===== src/rtl/aes128_rand_gen.sv =====
// aes128_rand_gen: randomness source for a masked AES inverter, built from 32-bit Galois LFSR lanes.
// Optional repeated-word health monitor is built in when AES128_RAND_HEALTH_EN is defined.
module aes128_rand_gen #(
    parameter int  NUM_SHARES    = 2,
    parameter int  STAGE_TYPE    = 3,   // 1 = HPC1, 3 = HPC3
    parameter int  WARMUP_CYCLES = 32,
    localparam int PAIRS = NUM_SHARES * (NUM_SHARES - 1) / 2,
    localparam int S1    = 8 * PAIRS,
    localparam int S2    = ((STAGE_TYPE == 1) ? 22 : 14) * PAIRS,
    localparam int S3    = 10 * PAIRS,
    localparam int W     = S1 + S2 + S3,
    localparam int L     = (W + 31) / 32
) (
    input  logic          clk_i,
    input  logic          rst_i,
    input  logic          seed_valid_i,
    input  logic [31:0]   seed_data_i,
    output logic          seed_ready_o,
    output logic [S1-1:0] rand_s1_o,
    output logic [S2-1:0] rand_s2_o,
    output logic [S3-1:0] rand_s3_o,
    output logic          rand_valid_o,
    input  logic          rand_ready_i,
    output logic          fault_o
);

    localparam int BW  = (L > 1) ? $clog2(L) : 1;
    localparam int WCW = (WARMUP_CYCLES > 1) ? $clog2(WARMUP_CYCLES) : 1;

    typedef enum logic [1:0] {ST_UNSEEDED, ST_SEED, ST_WARMUP, ST_RUN} state_t;

    localparam state_t ST_AFTER_SEED = (WARMUP_CYCLES == 0) ? ST_RUN : ST_WARMUP;

    function automatic logic [31:0] lfsr_step(input logic [31:0] s);
        return (s >> 1) ^ (s[0] ? 32'h8020_0003 : 32'h0);
    endfunction

    state_t          r_state;
    state_t          w_next_state;
    logic [31:0]     r_lane [L];
    logic [32*L-1:0] w_cat;
    logic [BW-1:0]   r_beat_cnt;
    logic [BW-1:0]   w_load_idx;
    logic [WCW-1:0]  r_warm_cnt;
    logic            w_load;
    logic            w_step;
    logic            w_seed_acc;
    logic            w_valid;
    logic [31:0]     w_seed_fix;

    // An all-zero lane would lock the LFSR, so a zero beat is promoted to 1.
    assign w_seed_fix   = (seed_data_i == 32'h0) ? 32'h1 : seed_data_i;
    assign seed_ready_o = !rst_i && (r_state != ST_WARMUP);
    assign w_seed_acc   = seed_valid_i && seed_ready_o;
    assign rand_valid_o = w_valid;

    always_comb begin
        w_cat = '0;
        for (int k = 0; k < L; k++) w_cat[32*k +: 32] = r_lane[k];
    end

    assign rand_s1_o = w_cat[S1-1:0];
    assign rand_s2_o = w_cat[S1 +: S2];
    assign rand_s3_o = w_cat[S1+S2 +: S3];

    always_ff @(posedge clk_i or posedge rst_i) begin
        if (rst_i) r_state <= ST_UNSEEDED;
        else       r_state <= w_next_state;
    end

    always_comb begin
        w_next_state = r_state;
        w_load       = 1'b0;
        w_load_idx   = '0;
        w_step       = 1'b0;
        case (r_state)
            ST_UNSEEDED: begin
                if (w_seed_acc) begin
                    w_load       = 1'b1;
                    w_next_state = (L == 1) ? ST_AFTER_SEED : ST_SEED;
                end
            end
            ST_SEED: begin
                if (w_seed_acc) begin
                    w_load     = 1'b1;
                    w_load_idx = r_beat_cnt;
                    if (r_beat_cnt == BW'(L - 1)) w_next_state = ST_AFTER_SEED;
                end
            end
            ST_WARMUP: begin
                w_step = 1'b1;
                if (r_warm_cnt == '0) w_next_state = ST_RUN;
            end
            ST_RUN: begin
                // Reseed wins over a simultaneous consumer pull.
                if (w_seed_acc) begin
                    w_load       = 1'b1;
                    w_next_state = (L == 1) ? ST_AFTER_SEED : ST_SEED;
                end else if (rand_ready_i && w_valid) begin
                    w_step = 1'b1;
                end
            end
            default: w_next_state = ST_UNSEEDED;
        endcase
    end

    always_ff @(posedge clk_i or posedge rst_i) begin
        if (rst_i) begin
            for (int k = 0; k < L; k++) r_lane[k] <= '0;
            r_beat_cnt <= '0;
            r_warm_cnt <= '0;
        end else begin
            for (int k = 0; k < L; k++) begin
                if (w_load && (w_load_idx == BW'(k))) r_lane[k] <= w_seed_fix;
                else if (w_step)                      r_lane[k] <= lfsr_step(r_lane[k]);
            end
            if (w_load) r_beat_cnt <= w_load_idx + 1'b1;
            if (w_next_state == ST_WARMUP && r_state != ST_WARMUP)
                r_warm_cnt <= WCW'(WARMUP_CYCLES - 1);
            else if (r_state == ST_WARMUP && r_warm_cnt != '0)
                r_warm_cnt <= r_warm_cnt - 1'b1;
        end
    end

`ifdef AES128_RAND_HEALTH_EN
    logic [32*L-1:0] w_cat_nxt;
    logic [1:0]      r_rep_cnt;
    logic            r_fault;

    always_comb begin
        w_cat_nxt = '0;
        for (int k = 0; k < L; k++) w_cat_nxt[32*k +: 32] = lfsr_step(r_lane[k]);
    end

    // Three equal transitions in a row means four identical words.
    always_ff @(posedge clk_i or posedge rst_i) begin
        if (rst_i) begin
            r_rep_cnt <= '0;
            r_fault   <= 1'b0;
        end else if (w_load) begin
            r_rep_cnt <= '0;
            r_fault   <= 1'b0;
        end else if (w_step && r_state == ST_RUN) begin
            if (w_cat_nxt[W-1:0] == w_cat[W-1:0]) begin
                if (r_rep_cnt == 2'd2) r_fault   <= 1'b1;
                else                   r_rep_cnt <= r_rep_cnt + 2'd1;
            end else begin
                r_rep_cnt <= '0;
            end
        end
    end

    assign fault_o = r_fault;
    assign w_valid = (r_state == ST_RUN) && !r_fault;
`else
    assign fault_o = 1'b0;
    assign w_valid = (r_state == ST_RUN);
`endif

endmodule


===== config.mk =====
export PLATFORM = sky130hd
export DESIGN_NAME = aes128_rand_gen
export DESIGN_NICKNAME = d
export VERILOG_FILES = /design/src/rtl/aes128_rand_gen.sv
export SDC_FILE = /design/constraint.sdc
export NUM_CORES = 1
export LEC_CHECK = 0
export BUFFER_PORTS_ARGS = -buffer_cell sky130_fd_sc_hd__buf_2
export CELL_PAD_IN_SITES_DETAIL_PLACEMENT = 1
export CELL_PAD_IN_SITES_GLOBAL_PLACEMENT = 1
export CORE_ASPECT_RATIO = 1.5
export CORE_UTILIZATION = 42
export CTS_CLUSTER_SIZE = 30
export DETAILED_ROUTE_END_ITERATION = 10
export HOLD_SLACK_MARGIN = 0.02
export PLACE_DENSITY = 0.85
export SKIP_CTS_REPAIR_TIMING = 1
export SYNTH_ARGS = -nofsm -noshare
export SYNTH_HDL_FRONTEND = slang
export SYNTH_SLANG_ARGS = --single-unit

===== constraint.sdc =====
create_clock -name clk_i -period 2.7 [get_ports clk_i]
set_clock_uncertainty 0.05 [all_clocks]
set_input_delay 0.27 -clock clk_i [delete_from_list [all_inputs] [get_ports clk_i]]
set_output_delay 0.27 -clock clk_i [all_outputs]
set_load 0.02 [all_outputs]

==> flow_results.org, run 1 <==
** Timing
- Setup violations remaining at the end of the flow were counted as 0.
- Count of pins over their slew limit :: 0
- Setup repair after global routing missed its margin :: no
- Slew at the pin closest to its max-slew limit :: 0.527 ns
- Final setup margin :: 0.570 ns
- Subtracting the final worst setup slack from the clock period gives 2.13 ns.
- Based on the critical path, the design can be clocked at up to 470 MHz.
- TNS Setup :: 0 ns
- Crit share post-route :: 0.789
- The worst pin sits at a relative slew slack of 0.649.
- Number of hold violations in the final report :: 0
- Worst hold slack across all endpoints :: 0.100 ns

** Hold path
- Path category of the worst min-delay check :: in -> async

** Global route
- Entering global routing, the biggest net connects 64 pins.
- Wire length of the first global-routing pass :: 9.36 mm
- Vias in the first global route :: 1916
- Antenna violations before repair :: 0
- Global-route total usage across every layer :: 0.208
- Total congestion overflow :: 0

** Synthesis
- Synth Net Count :: 257
- Synthesized flop and latch total :: 40
- The share of synthesized area in the top cell type comes to 0.434.
- The largest total area in the synthesized netlist belongs to sky130_fd_sc_hd__dfrtp_1.
- Synthesis produced a netlist whose cell count is 216.
- Distinct cell type count of the synthesized netlist :: 39
- The mapped netlist covers 0.00231 sq mm.
- Mean Syn Cell Area :: 10.7 sq um
- Top cells by area in the synthesized netlist :: sky130_fd_sc_hd__dfrtp_1 43%, sky130_fd_sc_hd__mux2i_1 14%, sky130_fd_sc_hd__o21ai_2 11%, sky130_fd_sc_hd__nand2_1 6.8%, sky130_fd_sc_hd__ha_1 2.7%
- Share of synthesized area occupied by flip-flops and latches :: 0.434
- During synthesis, Yosys emitted a total of 0 warnings.

** Clocking
- Worst skew pair latency :: 0.29 ns
- CTS sink cnt :: 40
- Clk Tree Root Cell :: sky130_fd_sc_hd__clkbuf_8
- Largest buffer count on any clock path :: 2
- Clock tree from TritonCTS :: built
- Clock-pin slew was measured on the worst setup and hold paths at 0.07 ns.
- Total CTS buffers :: 5
- H-tree depth :: 2

** Setup path
- Worst path buffer plus inverter count :: 2
- The worst setup path is of the reg -> reg kind.
- Setup crit start kind :: flip-flop
- Data arrival time at the worst-slack endpoint :: 2.26 ns
- The worst setup path is captured at a flip-flop.
- For this design, the slowest cell found on the critical path is sky130_fd_sc_hd__dfrtp_1.
- Broken down by cell family, the worst path's largest delay share belongs to simple AND/OR/NAND/NOR gates.
- Data on the critical path is required at its endpoint by 2.83 ns.
- Max stage delay on crit path :: 0.44 ns
- The critical path goes through inv_1 -> ha_1 -> nor3b_2 -> and2_2 -> buf_12 -> o211ai_1 -> o311a_1.
- Max FO, Critical Path :: 63

** Flow run
- Max-cap check violation count :: 0

** Pwr
- Net switching fraction of the power :: 0.457
- Of the total power, combinational logic draws 0.571.
- Power Dens Cells :: 1350 mW/mm^2
- Leak Pwr :: 1.23 nW
- Power dissipated by switching net loads :: 0.00168 W
- Share of power burned in the clock network :: 0.103
- The completed layout was analyzed and its total power is 0.00367 W.
- The share of total power dissipated in sequential elements is 0.326.
- Worst IR Drop VDD :: 0.702 mV
- The internal portion of the total power is 0.00199 W.

** Die
- Placeable core region :: 0.00520 sq mm
- The die covers 0.00580 sq mm.
- # IOs :: 71
- Horizontal die dimension :: 62.5 um
- Initial standard-cell utilization of the core :: 0.444
- Die Ht :: 92.8 um
- Number of standard-cell rows in the floorplan :: 32

** Final layout
- Final instance count without filler cells :: 352
- Fraction of layout instances using a drive strength above 1 :: 0.405
- The layout has 632 filler cells.
- The net count of the finished layout is 325.
- FF+latch area :: 0.00100 sq mm
- Summing all multi-input logic gate instances after layout gives 0.00114 sq mm.
- The number of antenna diodes in the final layout is 0.
- Compared with the post-synthesis result, the final layout area differs by 18.3%.

** Routing
- Via Count :: 1847
- Summed over all layers, the routed wires come to 5.56 mm.
- Remaining number of nets flagged by the antenna check after routing :: 0
- Using the TritonRoute via totals, the vias-per-cell ratio works out to 5.25.
- The first routing iteration left 53 violations.
- Detailed-router iteration count before antenna repair :: 4
- Routed length per placed instance :: 15.8 um
- After detailed routing, the number of remaining DRC violations is 0.

** Placement
- PortBufs :: 69
- Detailed placement ended at an HPWL of 4.23 mm.
- Placed instance count :: 345
- Worst slack, placed :: 0.573 ns
- At the end of routability-driven placement, the weighted congestion stood at 0.820.

** Run status
- The flow ran to the end, and the final reports show no timing, DRC or antenna violations.
## worst register-to-register path, cell delays in order (launching register included)
cell	delay (ns)
sky130_fd_sc_hd__dfrtp_1	0.44
sky130_fd_sc_hd__inv_1	0.07
sky130_fd_sc_hd__ha_1	0.34
sky130_fd_sc_hd__nor3b_2	0.33
sky130_fd_sc_hd__and2_2	0.22
sky130_fd_sc_hd__buf_12	0.29
sky130_fd_sc_hd__o211ai_1	0.16
sky130_fd_sc_hd__o311a_1	0.13
## final cells by class
cell class / instances / area share
timing repair buffer: 73 / 0.142
multi-input combinational: 155 / 0.419
tap: 68 / 0.0312
clock buffer: 6 / 0.0266
inverter: 9 / 0.0124
sequential: 40 / 0.367
clock inverter: 1 / 0.00183
## kinds of logic after synthesis
kind of cell | count (synthesis) | synth area share
other | 1 | 0.00162
and+or+nand+nor | 68 | 0.141
muxes | 33 | 0.144
AOI/OAI and AO/OA | 44 | 0.166
adders and majority gates | 5 | 0.0271
buffers and inverters | 21 | 0.0710
DFF | 40 | 0.434
xor gates and xnor gates | 4 | 0.0152
## path summary, 6_finish.rpt
kind	start	end	slack [ns]	depth (start not counted)
min in group clk_i	seed_data_i[12]	r_lane[12]	0.15	3
hold reg to reg	r_warm_cnt[1]	r_warm_cnt[1]	0.49	2
hold / removal	rst_i	r_beat_cnt	0.1	3
max in group asynchronous	rst_i	r_lane[21]	2.13	3
setup / recovery	r_state[0]	r_lane[0]	0.57	7
setup reg to reg	r_state[0]	r_lane[0]	0.57	7
## flip-flops by register name, summed over array words and instances (netlist names)
name and cells:
r_state 2, r_lane 32, r_beat_cnt 1, r_warm_cnt 5
## layout by cell type (no fill, tap or decap), types with 2 or more instances in the layout
cell type	n
sky130_fd_sc_hd__a21oi_1	2
sky130_fd_sc_hd__buf_2	69
sky130_fd_sc_hd__buf_4	3
sky130_fd_sc_hd__clkbuf_8	5
sky130_fd_sc_hd__dfrtp_1	40
sky130_fd_sc_hd__ha_1	5
sky130_fd_sc_hd__inv_1	9
sky130_fd_sc_hd__mux2i_1	32
sky130_fd_sc_hd__nand2_1	42
sky130_fd_sc_hd__nand3_1	2
sky130_fd_sc_hd__nand4_1	2
sky130_fd_sc_hd__nor2_1	4
sky130_fd_sc_hd__nor3_1	2
sky130_fd_sc_hd__nor4_1	8
sky130_fd_sc_hd__o211ai_2	2
sky130_fd_sc_hd__o21ai_1	3
sky130_fd_sc_hd__o21ai_2	28
sky130_fd_sc_hd__xor2_1	3
## through the flow
stage	area [sq um]	utilization
final	2730	0.525
after global routing	2730	0.525
after CTS	2730	0.525
after detailed placement	2650	0.510
after global placement	2650	0.510
after floorplan	2310	-
## cells in the mapped netlist, drive strengths merged
cell type / n
nor2: 4
ha: 5
nor3: 2
or3: 1
o311a: 1
nor4: 8
nand2: 42
nand4: 2
inv: 9
or4b: 1
a221o: 1
nand2b: 2
mux2i: 32
o211ai: 3
o22a: 1
xnor2: 1
a21bo: 1
nand3: 2
a31oi: 1
buf: 12
nor4b: 1
mux2: 1
dfrtp: 40
o21ai: 32
o21bai: 1
a311oi: 1
a21oi: 2
conb: 1
nor3b: 2
xor2: 3
and2: 1
## power by group through the flow
stage                     Combinational [W]  Sequential [W]  Clock [W]
after floorplan                     0.00143         0.00145          0
after global placement              0.00204         0.00119          0
after detailed placement            0.00212         0.00121          0
after CTS                           0.00214         0.00120   0.000392
after global routing                0.00228         0.00125   0.000411
final                               0.00210         0.00120   0.000377
## per-layer routing
metal | wire, um | part of all wire | up-vias | track usage
li1 | - | - | 898 | -
met3 | 189 | 0.034 | 11 | 0.0431
met5 | 0 | 0 | - | 0
met4 | 119 | 0.021 | 0 | 0.0756
met2 | 3020 | 0.54 | 50 | 0.377
met1 | 2230 | 0.40 | 888 | 0.238
(Power assumes the default switching activity.)
==> inputs of run 2 (changes only) <==
Settings changed: ABC_AREA set to 1, CORE_UTILIZATION 42 to 36, PLACE_DENSITY 0.85 to 0.8.
Clock period 2.7 ns to 2 ns, I/O delays scaled along.
==> run 2 against run 1 <==
- hold slack gained 0.11 ns
- maximum frequency is 17% higher
- first-iteration DRC count increased by 28%
- global-route usage shrank 1.2 points
- largest power group unchanged
- critical path depth increased by 2
- final area increased by 10%
- area after synthesis grew 6.8%
- critical endpoint is now r_lane[18]
- non-clock buffer count is 6 higher
- sequential share of layout area decreased by 3.5 points
- critical path type unchanged
- utilization fell by 6.6 points
- highest routed layer unchanged
==> flow_results.org, run 2 <==
** Synthesis
- The number of nets handed over by synthesis was 411.
- Number of enable-type register cells in the synthesized netlist :: 0
- Distinct cell type count of the synthesized netlist :: 23
- Of the post-synthesis cell area, the dominant cell type holds 0.406.
- Synthesized flop and latch total :: 40
- Synthesized netlist cell count :: 370
- Counting flops with an async set or reset pin after synthesis yields a share of 1.00.
- The largest total area in the synthesized netlist belongs to sky130_fd_sc_hd__dfrtp_1.
- Counting instances in the post-synthesis netlist gives the leading cell types as 94 x sky130_fd_sc_hd__nand2_1, 85 x sky130_fd_sc_hd__nor2_1, 72 x sky130_fd_sc_hd__inv_1.
- Netlist area before placement :: 0.00246 sq mm
- Share of synthesized area occupied by flip-flops and latches :: 0.406
- Most used standard cell by instance count after synthesis :: sky130_fd_sc_hd__nand2_1
- Main flop type after synthesis :: sky130_fd_sc_hd__dfrtp_1
- After synthesis, the cell types taking the most area are sky130_fd_sc_hd__dfrtp_1 41%, sky130_fd_sc_hd__nand2_1 14%, sky130_fd_sc_hd__nor2_1 13%, sky130_fd_sc_hd__inv_1 11%, sky130_fd_sc_hd__o21ai_1 6.1%.
- Synth warnings :: 0
- A synthesized cell averages 6.66 sq um.

** Clocking
- Worst skew pair latency :: 0.28 ns
- Clock input transition at the sequential cells of the worst setup and hold paths :: 0.09 ns
- Total CTS buffers :: 5
- H-tree depth :: 2
- Clock tree from TritonCTS :: built
- Clk Tree Root Cell :: sky130_fd_sc_hd__clkbuf_8
- CTS sink cnt :: 40
- Counting along the longest clock path gives a buffer depth of 2.

** Routing
- In the routed layout, each cell is associated on average with a via count of 4.64.
- In this run, the number of DRC markers left after iteration 0 of detailed routing was 68.
- DRC violation count after routing :: 0
- The routed layout has 2404 vias.
- Detailed-router iteration count before antenna repair :: 4
- After detailed routing, the average wire length per cell comes to 12.8 um.
- Remaining number of nets flagged by the antenna check after routing :: 0
- For this block, the routed nets add up to 6.62 mm of wire.

** Timing
- The hold violation total from the final report came to 0.
- Count of pins over their slew limit :: 0
- Of the available clock period, the critical path in the final layout requires 0.907.
- Measured against its own limit, the worst slew margin works out to 0.609.
- Minimum clock period :: 1.81 ns
- For the pin with the worst max-slew slack, the measured transition is 0.583 ns.
- Setup violations remaining at the end of the flow were counted as 0.
- Highest Clock Rate :: 551 MHz
- Setup repair after global routing missed its margin :: no

** Global route
- Antenna violations before repair :: 0
- Entering global routing, the biggest net connects 33 pins.
- The number of global-route vias before repair came to 2463.
- Wire length of the first global-routing pass :: 11.4 mm
- Global-route total usage across every layer :: 0.196
- After global routing the overflow that remains totals 0.

** Pwr
- Power Dens Cells :: 1500 mW/mm^2
- VDD sags by at most 0.543 mV.
- Leak Pwr :: 1.80 nW
- Total chip power :: 0.00453 W

** Run status
- The flow ran to the end, and the final reports show no timing, DRC or antenna violations.

** Setup path
- The setup path with the least slack is of type reg -> reg.
- Reg-to-reg slack, setup :: 0.19 ns
- Data arrival time at the worst-slack endpoint :: 1.93 ns
- Reg-to-Reg End :: r_lane[18]
- Count of cells along the worst register-to-register path :: 9
- Data on the critical path is required at its endpoint by 2.12 ns.
- Beginning of the worst register-to-register path :: r_state[0]
- STA classifies the critical path endpoint as a flip-flop.
- The worst setup path is launched from a flip-flop.
- Max FO, Critical Path :: 18

** Hold path
- The path class of the tightest hold or removal check is in -> reg.
- The path with the worst hold slack has its endpoint at r_lane[21].
- The worst hold path begins at seed_data_i[21].
- The worst hold path passes through 5 cells.

** Final layout
- Area growth, synth to finish :: 22.3%
- Number of flip-flops in the largest register :: 32
- Net total in the final layout :: 482
- Number of antenna cells inserted :: 0
- Leading cell types in the layout, fill and taps excluded :: 94 x sky130_fd_sc_hd__nand2_1, 85 x sky130_fd_sc_hd__nor2_1, 71 x sky130_fd_sc_hd__inv_1, 69 x sky130_fd_sc_hd__buf_2, 40 x sky130_fd_sc_hd__dfrtp_1
- Fraction of layout instances using a drive strength above 1 :: 0.208
- Leaving out fill and tap cells, the most frequent cell in the layout is sky130_fd_sc_hd__nand2_1.
- In the final layout, the registers with the most flip-flops are r_lane (32), r_warm_cnt (5), r_state (2).
- Top register by number of flip-flops :: r_lane
- Core utilization of the finished layout :: 0.459

** Die
- Placeable core region :: 0.00658 sq mm
- Horizontal die dimension :: 69.6 um
- Die Ht :: 103 um
- Initial standard-cell utilization of the core :: 0.375
- # IOs :: 71
- Total Die Area :: 0.00719 sq mm
- In this run the core area contains 36 standard-cell rows.

** Flow run
- Max-cap check violation count :: 0

** Placement
- PortBufs :: 69
- Once detailed placement completed, the half-perimeter wirelength came to 4.95 mm.
- Placer congestion estimate :: 0.854
-- run 2: cell count changes in the layout (fill, tap and decap cells not counted), sizes merged, moves of 2 or more --
cell	delta
inv	+63
mux2i	-32
nand2	+53
buf	+5
nand3	+3
nor2	+83
o21ai	+5
nor4	-8
xor2	+2
nor3b	-2
nor3	-2
o211ai	-3
nand2b	-2
-- run 2: routing by layer --
layer | routed length (um) | part of all wire | global-route usage
met1 | 2810 | 0.42 | 0.229
met2 | 3580 | 0.54 | 0.383
met3 | 204 | 0.031 | 0.0252
met4 | 29 | 0.0044 | 0.0377
met5 | 0 | 0 | 0
-- run 2: kinds of logic (layout without fill, tap and decap cells) --
logic type,after synthesis,after routing,synth area share
xor+xnor,7,7,0.0249
fa+ha+maj,5,5,0.0254
simple gates,189,189,0.305
buf+inv,88,160,0.151
other cells,1,1,0.00152
compound gates,40,40,0.0863
flops,40,40,0.406
-- run 2: worst max-delay path by stage --
stage / cells after the start / startpoint / slack, ns / end
final: 9 / r_state[0] / 0.19 / r_lane[18]
after global routing: 9 / r_state[0] / 0.05 / r_lane[20]
after CTS: 9 / r_state[0] / -0.009 / r_lane[26]
after detailed placement: 9 / r_state[0] / 0.02 / r_lane[26]
after global placement: 9 / r_state[0] / 0.12 / r_lane[3]
after floorplan: 10 / r_state[0] / 0.21 / r_lane[10]
-- run 2: worst max-delay path, cell delays in order, from the launching register on --
cell                      delay (ns)
sky130_fd_sc_hd__dfrtp_1        0.36
sky130_fd_sc_hd__inv_1          0.07
sky130_fd_sc_hd__ha_1           0.27
sky130_fd_sc_hd__nor2_8         0.15
sky130_fd_sc_hd__nand2_4        0.09
sky130_fd_sc_hd__a21oi_4        0.17
sky130_fd_sc_hd__buf_4          0.26
sky130_fd_sc_hd__nor2_1         0.06
sky130_fd_sc_hd__o21ai_1        0.15
sky130_fd_sc_hd__nand2_1        0.06
-- run 2: layout make-up --
type	instances	area, sq um
Clock buffer	5	68.8
Fill cell	884	3560
Clock inverter	3	42.5
Inverter	73	277
Multi-Input combinational cell	242	1100
Tap cell	76	95.1
Timing Repair Buffer	79	435
Sequential cell	40	1000
-- run 2: power breakdown --
part	internal, W	switching [W]
registers	0.00115	0.000273
logic	0.000847	0.00160
clock network	0.000370	0.000295
-- run 2: stage by stage --
step           hold WS, ns  cells  instance area [sq um]  setup TNS, ns  worst slack (ns)
6_report             0.208    518                   3020              0             0.187
5_1_grt              0.223    518                   3020              0            0.0468
4_1_cts            -0.0889    516                   3000        -0.0105          -0.00860
3_5_place_dp         0.230    508                   2880              0            0.0203
3_3_place_gp         0.226    508                   2880              0             0.120
2_1_floorplan        0.348    370                   2460              0             0.206
